File: config.mk
export PLATFORM = sky130hd
export DESIGN_NAME = temporizador_multicanal
export DESIGN_NICKNAME = d
export VERILOG_FILES = /design/src/rtl/temporizador_pkg.sv /design/src/rtl/divisor_tick.sv /design/src/rtl/temporizador_multicanal.sv
export SDC_FILE = /design/constraint.sdc
export NUM_CORES = 1
export LEC_CHECK = 0
export CAP_MARGIN = 20
export CORE_ASPECT_RATIO = 1.75
export CORE_MARGIN = 2
export CORE_UTILIZATION = 60
export DETAILED_ROUTE_END_ITERATION = 16
export DONT_BUFFER_PORTS = 1
export GPL_TIMING_DRIVEN = 0
export PLACE_DENSITY = 0.74
export SLEW_MARGIN = 20
export SYNTH_ARGS = -nofsm -noshare
export SYNTH_HDL_FRONTEND = slang
export SYNTH_SLANG_ARGS = --single-unit
File: constraint.sdc
create_clock -name clk -period 9.77 [get_ports clk]
set_clock_uncertainty 0.2 [all_clocks]
set_input_delay 1.4655 -clock clk [delete_from_list [all_inputs] [get_ports clk]]
set_output_delay 1.4655 -clock clk [all_outputs]
set_load 0.02 [all_outputs]
File: src/rtl/temporizador_pkg.sv
// Shared types and defaults for the multi-channel sequenced timer.
// Latency: n/a (declarations only).
// Backpressure: n/a.
package temporizador_pkg;

  // Sequencer states.
  typedef enum logic {
    IDLE = 1'b0,
    RUN  = 1'b1
  } state_t;

  localparam int DEF_N_CH    = 3;
  localparam int DEF_CNT_W   = 5;
  localparam int DEF_PRESC_W = 8;

  // Width of a channel index; never below one bit so N_CH=1 still has a port.
  function automatic int ch_width(input int n);
    return (n > 1) ? $clog2(n) : 1;
  endfunction

endpackage

File: src/rtl/divisor_tick.sv
// Prescaler: counts 0..presc and flags the last cycle of each unit.
// Latency: tick is combinational from the count register (same cycle).
// Backpressure: none; clr forces the count back to 0 at the next edge.
module divisor_tick
  import temporizador_pkg::*;
#(
  parameter int PRESC_W = DEF_PRESC_W
) (
  input  logic               clk,
  input  logic               rst_n,
  input  logic               clr,
  input  logic [PRESC_W-1:0] presc,
  output logic               tick
);

  logic [PRESC_W-1:0] r_cnt;
  logic               w_tick;

  // A unit ends in the cycle where the count has reached the setting.
  assign w_tick = (r_cnt == presc);
  assign tick   = w_tick;

  // Count up, wrapping to zero after the tick cycle or on an explicit clear.
  always_ff @(posedge clk or negedge rst_n) begin
    if (!rst_n) begin
      r_cnt <= '0;
    end else if (clr || w_tick) begin
      r_cnt <= '0;
    end else begin
      r_cnt <= r_cnt + PRESC_W'(1);
    end
  end

endmodule

File: src/rtl/temporizador_multicanal.sv
// Sequences N_CH channels one after another, each held for dur*(presc+1) cycles.
// Latency: enter at edge k -> active[0]/busy from cycle k+1; all outputs registered.
// Backpressure: none; enter ignored while busy, abort wins over everything.
module temporizador_multicanal
  import temporizador_pkg::*;
#(
  parameter int N_CH    = DEF_N_CH,
  parameter int CNT_W   = DEF_CNT_W,
  parameter int PRESC_W = DEF_PRESC_W
) (
  input  logic                        clk,
  input  logic                        rst_n,
  input  logic                        enter,
  input  logic                        abort,
  input  logic                        repeat_en,
  input  logic [PRESC_W-1:0]          presc,
  input  logic [N_CH*CNT_W-1:0]       dur,
  output logic [N_CH-1:0]             active,
  output logic [N_CH-1:0]             flags,
  output logic                        done,
  output logic                        busy,
  output logic [ch_width(N_CH)-1:0]   ch_idx
);

  localparam int CH_W = ch_width(N_CH);

  // The internal counters run one cycle ahead of the registered outputs:
  // r_ch / r_unit / prescaler count describe the cycle the outputs will show
  // after the next edge, so flags can be registered yet land in the last
  // active cycle of a channel.
  state_t                  r_state;
  logic [CH_W-1:0]         r_ch;
  logic [CNT_W-1:0]        r_unit;
  logic                    r_wrap;
  logic [N_CH*CNT_W-1:0]   r_dur;
  logic [PRESC_W-1:0]      r_presc;

  logic [N_CH-1:0]         r_active;
  logic [N_CH-1:0]         r_flags;
  logic                    r_done;
  logic                    r_busy;
  logic [CH_W-1:0]         r_ch_idx;

  logic                    w_start;
  logic                    w_stop;
  logic                    w_go;
  logic [N_CH*CNT_W-1:0]   w_dur_sel;
  logic [PRESC_W-1:0]      w_presc_sel;
  logic [CH_W-1:0]         w_vch;
  logic [CNT_W-1:0]        w_vunit;
  logic [CNT_W-1:0]        w_cur_dur;
  logic [CNT_W-1:0]        w_dur_m1;
  logic                    w_zero;
  logic                    w_tick;
  logic                    w_last;
  logic                    w_last_ch;
  logic [N_CH-1:0]         w_onehot;
  logic                    w_clr;

  state_t                  w_nxt_state;
  logic [CH_W-1:0]         w_nxt_ch;
  logic [CNT_W-1:0]        w_nxt_unit;
  logic                    w_nxt_wrap;
  logic [N_CH-1:0]         w_nxt_active;
  logic [N_CH-1:0]         w_nxt_flags;
  logic                    w_nxt_done;
  logic                    w_nxt_busy;
  logic [CH_W-1:0]         w_nxt_ch_idx;

  // While idle the live inputs are looked at so the very first output cycle
  // already uses the values being snapshotted; afterwards only the snapshot.
  assign w_dur_sel   = (r_state == IDLE) ? dur   : r_dur;
  assign w_presc_sel = (r_state == IDLE) ? presc : r_presc;
  assign w_vch       = (r_state == IDLE) ? '0    : r_ch;
  assign w_vunit     = (r_state == IDLE) ? '0    : r_unit;

  assign w_cur_dur = w_dur_sel[int'(w_vch)*CNT_W +: CNT_W];
  assign w_dur_m1  = w_cur_dur - CNT_W'(1);
  assign w_zero    = (w_cur_dur == '0);
  assign w_last    = w_zero || (w_tick && (w_vunit == w_dur_m1));
  assign w_last_ch = (w_vch == CH_W'(N_CH - 1));
  assign w_onehot  = N_CH'(1) << w_vch;

  // r_wrap marks the cycle showing the final completion; repeat_en is judged there.
  assign w_start = (r_state == IDLE) && enter;
  assign w_stop  = abort || ((r_state == RUN) && r_wrap && !repeat_en);
  assign w_go    = !w_stop && (w_start || (r_state == RUN));

  divisor_tick #(
    .PRESC_W (PRESC_W)
  ) u_divisor_tick (
    .clk   (clk),
    .rst_n (rst_n),
    .clr   (w_clr),
    .presc (w_presc_sel),
    .tick  (w_tick)
  );

  // Next-state and next-output decode; abort/stop first, then normal sequencing.
  always_comb begin
    w_nxt_state  = r_state;
    w_nxt_ch     = r_ch;
    w_nxt_unit   = r_unit;
    w_nxt_wrap   = 1'b0;
    w_clr        = 1'b1;
    w_nxt_active = '0;
    w_nxt_flags  = '0;
    w_nxt_done   = 1'b0;
    w_nxt_busy   = 1'b0;
    w_nxt_ch_idx = '0;
    if (w_stop) begin
      w_nxt_state = IDLE;
      w_nxt_ch    = '0;
      w_nxt_unit  = '0;
    end else if (w_go) begin
      w_nxt_state  = RUN;
      w_nxt_busy   = 1'b1;
      w_nxt_ch_idx = w_vch;
      w_nxt_active = w_zero ? '0 : w_onehot;
      if (w_last) begin
        w_nxt_flags = w_onehot;
        w_nxt_unit  = '0;
        if (w_last_ch) begin
          w_nxt_done = 1'b1;
          w_nxt_ch   = '0;
          w_nxt_wrap = 1'b1;
        end else begin
          w_nxt_ch = w_vch + CH_W'(1);
        end
      end else begin
        w_clr      = 1'b0;
        w_nxt_ch   = w_vch;
        w_nxt_unit = w_tick ? (w_vunit + CNT_W'(1)) : w_vunit;
      end
    end else begin
      w_nxt_state = IDLE;
      w_nxt_ch    = '0;
      w_nxt_unit  = '0;
    end
  end

  // State register.
  always_ff @(posedge clk or negedge rst_n) begin
    if (!rst_n) begin
      r_state <= IDLE;
    end else begin
      r_state <= w_nxt_state;
    end
  end

  // Channel/unit position and the repeat-decision marker.
  always_ff @(posedge clk or negedge rst_n) begin
    if (!rst_n) begin
      r_ch   <= '0;
      r_unit <= '0;
      r_wrap <= 1'b0;
    end else begin
      r_ch   <= w_nxt_ch;
      r_unit <= w_nxt_unit;
      r_wrap <= w_nxt_wrap;
    end
  end

  // Capture durations and prescaler when a sequence is accepted.
  always_ff @(posedge clk or negedge rst_n) begin
    if (!rst_n) begin
      r_dur   <= '0;
      r_presc <= '0;
    end else if (w_start && !abort) begin
      r_dur   <= dur;
      r_presc <= presc;
    end
  end

  // Registered outputs.
  always_ff @(posedge clk or negedge rst_n) begin
    if (!rst_n) begin
      r_active <= '0;
      r_flags  <= '0;
      r_done   <= 1'b0;
      r_busy   <= 1'b0;
      r_ch_idx <= '0;
    end else begin
      r_active <= w_nxt_active;
      r_flags  <= w_nxt_flags;
      r_done   <= w_nxt_done;
      r_busy   <= w_nxt_busy;
      r_ch_idx <= w_nxt_ch_idx;
    end
  end

  assign active = r_active;
  assign flags  = r_flags;
  assign done   = r_done;
  assign busy   = r_busy;
  assign ch_idx = r_ch_idx;

endmodule
==> impl_results.md, run 1 <==
* Drt drc at 0
* Period utilisation layout at 38.6%
* I/O pin count at 38
* Crit path time final at 3.77 ns
* Hold-fix buffers at CTS at 0
* Final TNS setup at 0 ns
* Skew-Pair Late Insertion Delay at 0.29 ns
* Slew HR at 50.5%
* Core Util, Final at 65.5%
* Yosys top cell by area: dfrtp_1
* Starting density of the core at 62.1%
* Worst hold stages at 1
* Number of global-route vias before repair at 1900
* Pins Over Slew Limit at 0
* DR WL/cell at 17.9 um
* Layout cells sized above 1 at 20.3%
* First-pass GRT wire length at 8550 um
* Most common cell after layout, fill and taps aside: dfrtp_1
* Internal power at 301 uW
* Worst hold start: r_dur[0]
* WP data required at 9.73 ns
* Root Buffer: clkbuf_8
* Outcome: finished, final reports clean
* Inserted Clock Buffers at 5
* Chip Height at 90.3 um
* Initial antenna violation count at 0
* Post-synth cell types at 49
* Post-CTS resize count at 0
* Area grow syn2layout at 5.59%
* Maximum clock rate at 265 MHz
* Worst R2R End: r_unit[3]
* Final ANT Viol Nets at 0
* Yosys reg bits at 47
* Clock share of power at 27.2%
* Sw Ratio at 25.9%
* Worst-Margin Slew at 0.741 ns
* CP startpoint: dur[1]
* Net Sw Power at 105 uW
* Synth Cell Area at 2550 sq um
* Clock Tree Buf Depth at 2
* Buf/Inv on CP at 0
* Port-buffer cells at 0
* CTS H-tree lvls at 2
* Die area at 4810 sq um
* Sequential Power Share at 55.9%
* Placement Cell Area at 2610 sq um
* Max-Cap Viols at 0
* Crit end category: flip-flop
* Total power at 407 uW
* Synth Instances at 223
* Total GRT Usage at 23.6%
* Routability congestion estimate at 0.857
* Setup Buffers After CTS at 0
* Startpoint types: input port
* DR pass1 iterations at 4
* Grt ovf at 0
* Final setup fails at 0
* Core region area at 4110 sq um
* Syn Area/Cell at 11.4 sq um
* N_diodes at 0
* Most frequent cells in the layout: 47 x dfrtp_1, 26 x mux2_2, 15 x nor2_1
* Crit path cell chain: nor2b_1 -> a211oi_1 -> ha_1 -> and3b_1 -> a2bb2o_1 -> mux2i_1 -> nand4_1 -> o31ai_1 -> nor2_1
* Power per cell area at 151 nW/um^2
* Endpoint, Worst Hold: r_dur[0]
* Largest net degree at the start of global routing at 48
* Via count at 1727
* Area share of the leading cell type in the synthesized netlist at 46.1%
* Cell family with most CP delay: compound AO/OA/AOI/OAI gates
* Async S/R FF share, synth at 100%
* Reg2Reg Setup Slack at 6.00 ns
* Synthesized Nets at 255
* Clock-pin slew on the worst setup and hold paths at 0.08 ns
* Top_reg_cell synth: dfrtp_1
* Register area share after synthesis at 46.1%
* Hold Path Class: reg2reg
* Lkg Pwr at 0.00118 uW
* DRT Wirelength at 5010 um
* Clock sink total at 47
* FP Rows at 31
* DRT iter0 DRCs at 28
* CP Data Arrival Time at 3.73 ns
* CP max FO at 4
* R2r worst-path depth at 11
* WS Path Type: in2reg
* R2r startpoint: r_ch[1]
* WP depth at 9
* Placed wire-length estimate at 3870 um
* Comb power frac at 16.9%
* CP max stage delay at 0.51 ns
* EDFF count, synth at 0
* Synth area leaders: dfrtp_1 46%, mux2_2 11%, mux2i_1 5.5%, xnor2_1 3.8%, xor2_1 2.7%
* Vias/cell at 6.17
* Nets at 262
* TritonCTS clock tree: built
* Synth warn at 0
* Fin. Hold Viols at 0
* CP max stage cell: o31ai_1
* RSZ-0062 raised after global routing: no
* Chip width at 53.3 um
* VDD IR max at 0.000116 V
* Final instance area at 2690 sq um
==> state kept, by name, indices dropped and copies added (netlist names), 2 cells and up <==
name	count
r_unit	5
active	3
flags	2
r_ch	2
ch_idx	2
r_presc	8
r_dur	15
u_divisor_tick.r_cnt	8
==> power by group through the flow <==
stage | registers [uW] | logic [uW] | clock network (uW)
finish | 227 | 68.6 | 111
global route | 230 | 75.2 | 122
global placement | 230 | 67.1 | 0
floorplan | 227 | 58.3 | 0
detailed placement | 231 | 68.9 | 0
CTS | 227 | 69.1 | 112
==> metrics by stage <==
step	cells	setup WS, ns	hold slack (ns)
CTS	280	6.01	0.314
global route	280	5.82	0.323
finish	280	6.00	0.309
floorplan	223	6.04	0.273
global placement	272	5.75	0.286
detailed placement	272	5.69	0.295
==> synth_stat cells (all sizes together) (2+ instances only) <==
cell	count
clkbuf	4
nand3	8
a211oi	4
ha	4
xor2	8
and2	2
o21ai	2
o211ai	2
dfrtp	47
o211a	2
buf	6
mux2	26
nor2b	8
nor2	15
nand2	8
inv	8
and3	6
nor4	2
xnor2	11
nand2b	3
and4b	3
nand3b	3
a221oi	2
mux2i	14
nor3	4
nand4	2
o31ai	3
==> worst reg2reg max path: cells and delay by family (launching register included) <==
family / cells / cell delay, ns
DFF: 1 / 0.34
buffers and inverters: 2 / 0.57
muxes: 2 / 0.49
adders and majority gates: 1 / 0.33
and+or+nand+nor: 3 / 0.53
AOI/OAI and AO/OA: 3 / 1.18
==> layout make-up <==
cell class	count	area [sq um]
multi-input combinational	158	1280
inverter	8	30.0
tap	49	61.3
fill	341	1420
buffer	10	63.8
clock buffer	7	76.3
clock inverter	1	5.00
sequential	47	1180
==> worst max-delay path by stage <==
stage,endpoint
5_1_grt,r_unit[0]
3_3_place_gp,r_unit[2]
3_5_place_dp,r_unit[1]
4_1_cts,r_unit[1]
6_report,r_unit[3]
2_1_floorplan,r_unit[0]
==> routing by layer <==
layer  GRT usage [%]  vias to the layer above  part of all wire, %
li1                -                      806                    -
met1            25.1                      854                   37
met2            42.7                       50                   56
met3            2.98                       17                  3.7
met4            11.3                        0                  3.3
met5               0                        -                    0
==> logic make-up after synthesis <==
logic type               synth area share (%)
AND/OR/NAND/NOR                          16.9
flip-flops                               46.1
multiplexers                             17.0
AO/OA/AOI/OAI                            7.85
XOR/XNOR                                 6.52
buffers and inverters                    3.68
adder cells (fa/ha/maj)                  1.96
(Power assumes the default switching activity.)
==> run 2, diff against run 1 <==
==> constraint.sdc (replaced) <==
create_clock -name clk -period 3.6 [get_ports clk]
set_clock_uncertainty 0.2 [all_clocks]
set_input_delay 0.54 -clock clk [delete_from_list [all_inputs] [get_ports clk]]
set_output_delay 0.54 -clock clk [all_outputs]
set_load 0.02 [all_outputs]
==> run 2 against run 1 <==
Compared with the run above: flip-flop and latch count did not move; final area rose by 2.0%; register-to-register slack got worse by 5.8 ns; first-iteration DRC count increased by 75%; core utilization rose by 1.3 points; critical path depth up 1; hold slack got worse by 0.16 ns; clock power rose to 2.7 times the previous value; power grew to 2.8 times the previous value.
==> impl_results.md, run 2 (synthesis gave the netlist of run 1 again) <==
* Outcome: finished, final reports clean
* Skew-Pair Late Insertion Delay at 0.29 ns
* I/O pin count at 38
* N_diodes at 0
* Biggest register: r_dur
* Clock Tree Buf Depth at 2
* Area grow syn2layout at 7.70%
* Largest regs: r_dur x15, r_presc x8, u_divisor_tick.r_cnt x8
* Grt ovf at 0
* Chip width at 53.3 um
* Pins Over Slew Limit at 0
* DR pass1 iterations at 4
* Sequential Power Share at 55.0%
* Crit path cell chain: buf_2 -> mux2_2 -> a211oi_2 -> ha_1 -> and3b_1 -> a2bb2o_1 -> mux2i_1 -> nand4_1 -> o31ai_4 -> mux2i_1
* Most common cell on crit path: mux2i_1
* Drt drc at 0
* Max-Cap Viols at 0
* Comb power frac at 18.2%
* Chip Height at 90.3 um
* Placed Cells at 272
* DR WL/cell at 17.7 um
* FP Rows at 31
* Crit end category: flip-flop
* Most frequent cells in the layout: 46 x dfrtp_1, 26 x mux2_2, 15 x nor2_1
* CTS H-tree lvls at 2
* Final TNS setup at 0 ns
* Clock share of power at 26.9%
* Clock-pin slew on the worst setup and hold paths at 0.08 ns
* Period utilisation layout at 95.4%
* Via count at 1726
* Total GRT Usage at 23.8%
* Startpoint types: flip-flop
* Final ANT Viol Nets at 0
* CP max stage delay at 0.44 ns
* Starting density of the core at 62.1%
* Root Buffer: clkbuf_8
* First-pass GRT wire length at 8610 um
* Slew HR at 50.1%
* Maximum clock rate at 291 MHz
* CP max stage cell: dfrtp_2
* VDD IR max at 0.000319 V
* Sw Ratio at 26.7%
* Crit path time final at 3.43 ns
* DRT iter0 DRCs at 49
* Layout cells sized above 1 at 22.7%
* Power per cell area at 408 nW/um^2
* Post-route insts no fill at 282
* Lkg Pwr at 0.00120 uW
* Nets at 264
* Filler cells at 338
* WS Path Type: reg2reg
* TritonCTS clock tree: built
* Largest net degree at the start of global routing at 48
* Max FFs per register at 15
* Inserted Clock Buffers at 5
* DRT Wirelength at 4990 um
* Port-buffer cells at 0
* Internal power at 823 uW
* Fin. Hold Viols at 0
* Clock sink total at 47
* Final instance area at 2750 sq um
* RSZ-0062 raised after global routing: no
* Final setup fails at 0
* Routability congestion estimate at 0.857
* Die area at 4810 sq um
* Initial antenna violation count at 0
* Worst-Margin Slew at 0.746 ns
* Number of global-route vias before repair at 1921
* Net Sw Power at 299 uW
* Core region area at 4110 sq um
* Placed wire-length estimate at 3870 um
* WP data required at 3.60 ns
* Hold Path Class: in2reg
* Vias/cell at 6.12
* Placement Cell Area at 2610 sq um
* CP Data Arrival Time at 3.44 ns
* CP max FO at 10
* Most common cell after layout, fill and taps aside: dfrtp_1
[run 2: layer usage]
layer	share of wire (%)	track usage (%)	wire (um)	vias up
met2	56	43.1	2790	47
met4	3.3	11.3	165	0
met1	37	25.3	1840	851
li1	-	-	-	813
met3	3.9	2.98	194	15
met5	0	0	0	-
[run 2: worst max-delay path, delay by kind of cell (launching register included)]
family | cells | cell delay [ns]
adders and majority gates | 1 | 0.31
muxes | 3 | 0.76
DFF | 1 | 0.44
and+or+nand+nor | 2 | 0.44
buffers and inverters | 1 | 0.24
AOI/OAI and AO/OA | 3 | 0.96
[run 2: what timing repair did]
action | CTS | global route
hold buffers | 2 | 0
cloned | 0 | 0
setup endpoints to repair | 9 | 10
pin swaps | 0 | 1
setup buffers | 0 | 1
resized for setup | 2 | 3
hold endpoints to repair | 47 | 0
[run 2: area by class of cell]
class                   instances  area (sq um)  share of cell area [%]
clock inverters                 1          5.00                   0.182
repair buffers                  3          45.0                    1.64
well taps                      49          61.3                    2.23
clock buffers                   7          76.3                    2.78
plain buffers                   9          61.3                    2.23
inverters                       8          30.0                    1.09
multi-input cells             158          1290                    47.0
flip-flops and latches         47          1180                    42.9
[run 2: power by group through the flow]
stage	Combinational, uW	Clock (uW)	Sequential [uW]
detailed placement	187	0	628
CTS	205	305	617
global route	224	332	625
floorplan	158	0	616
finish	204	301	617
global placement	182	0	624
[run 2: per-stage QoR]
stage          utilization (%)  hold slack [ns]  setup slack [ns]  power (uW)
2_1_floorplan                -           0.0444             0.387         774
3_3_place_gp              63.5           0.0453           -0.0936         806
4_1_cts                   66.7            0.141           0.00897        1130
6_report                  66.8            0.146             0.165        1120
5_1_grt                   66.8            0.139            0.0383        1180
3_5_place_dp              63.5           0.0454            -0.136         815
[run 2: final timing paths]
check	startpoint	end	slack, ns	cells past startpoint
max	r_ch[1]	r_ch[1]	0.17	10
min	abort	busy	0.15	1
max reg2reg	r_ch[1]	r_ch[1]	0.17	10
min reg2reg	r_dur[0]	r_dur[0]	0.31	1
max in group asynchronous	rst_n	r_ch[1]	2.42	2
min in group asynchronous	rst_n	r_dur[7]	0.57	2
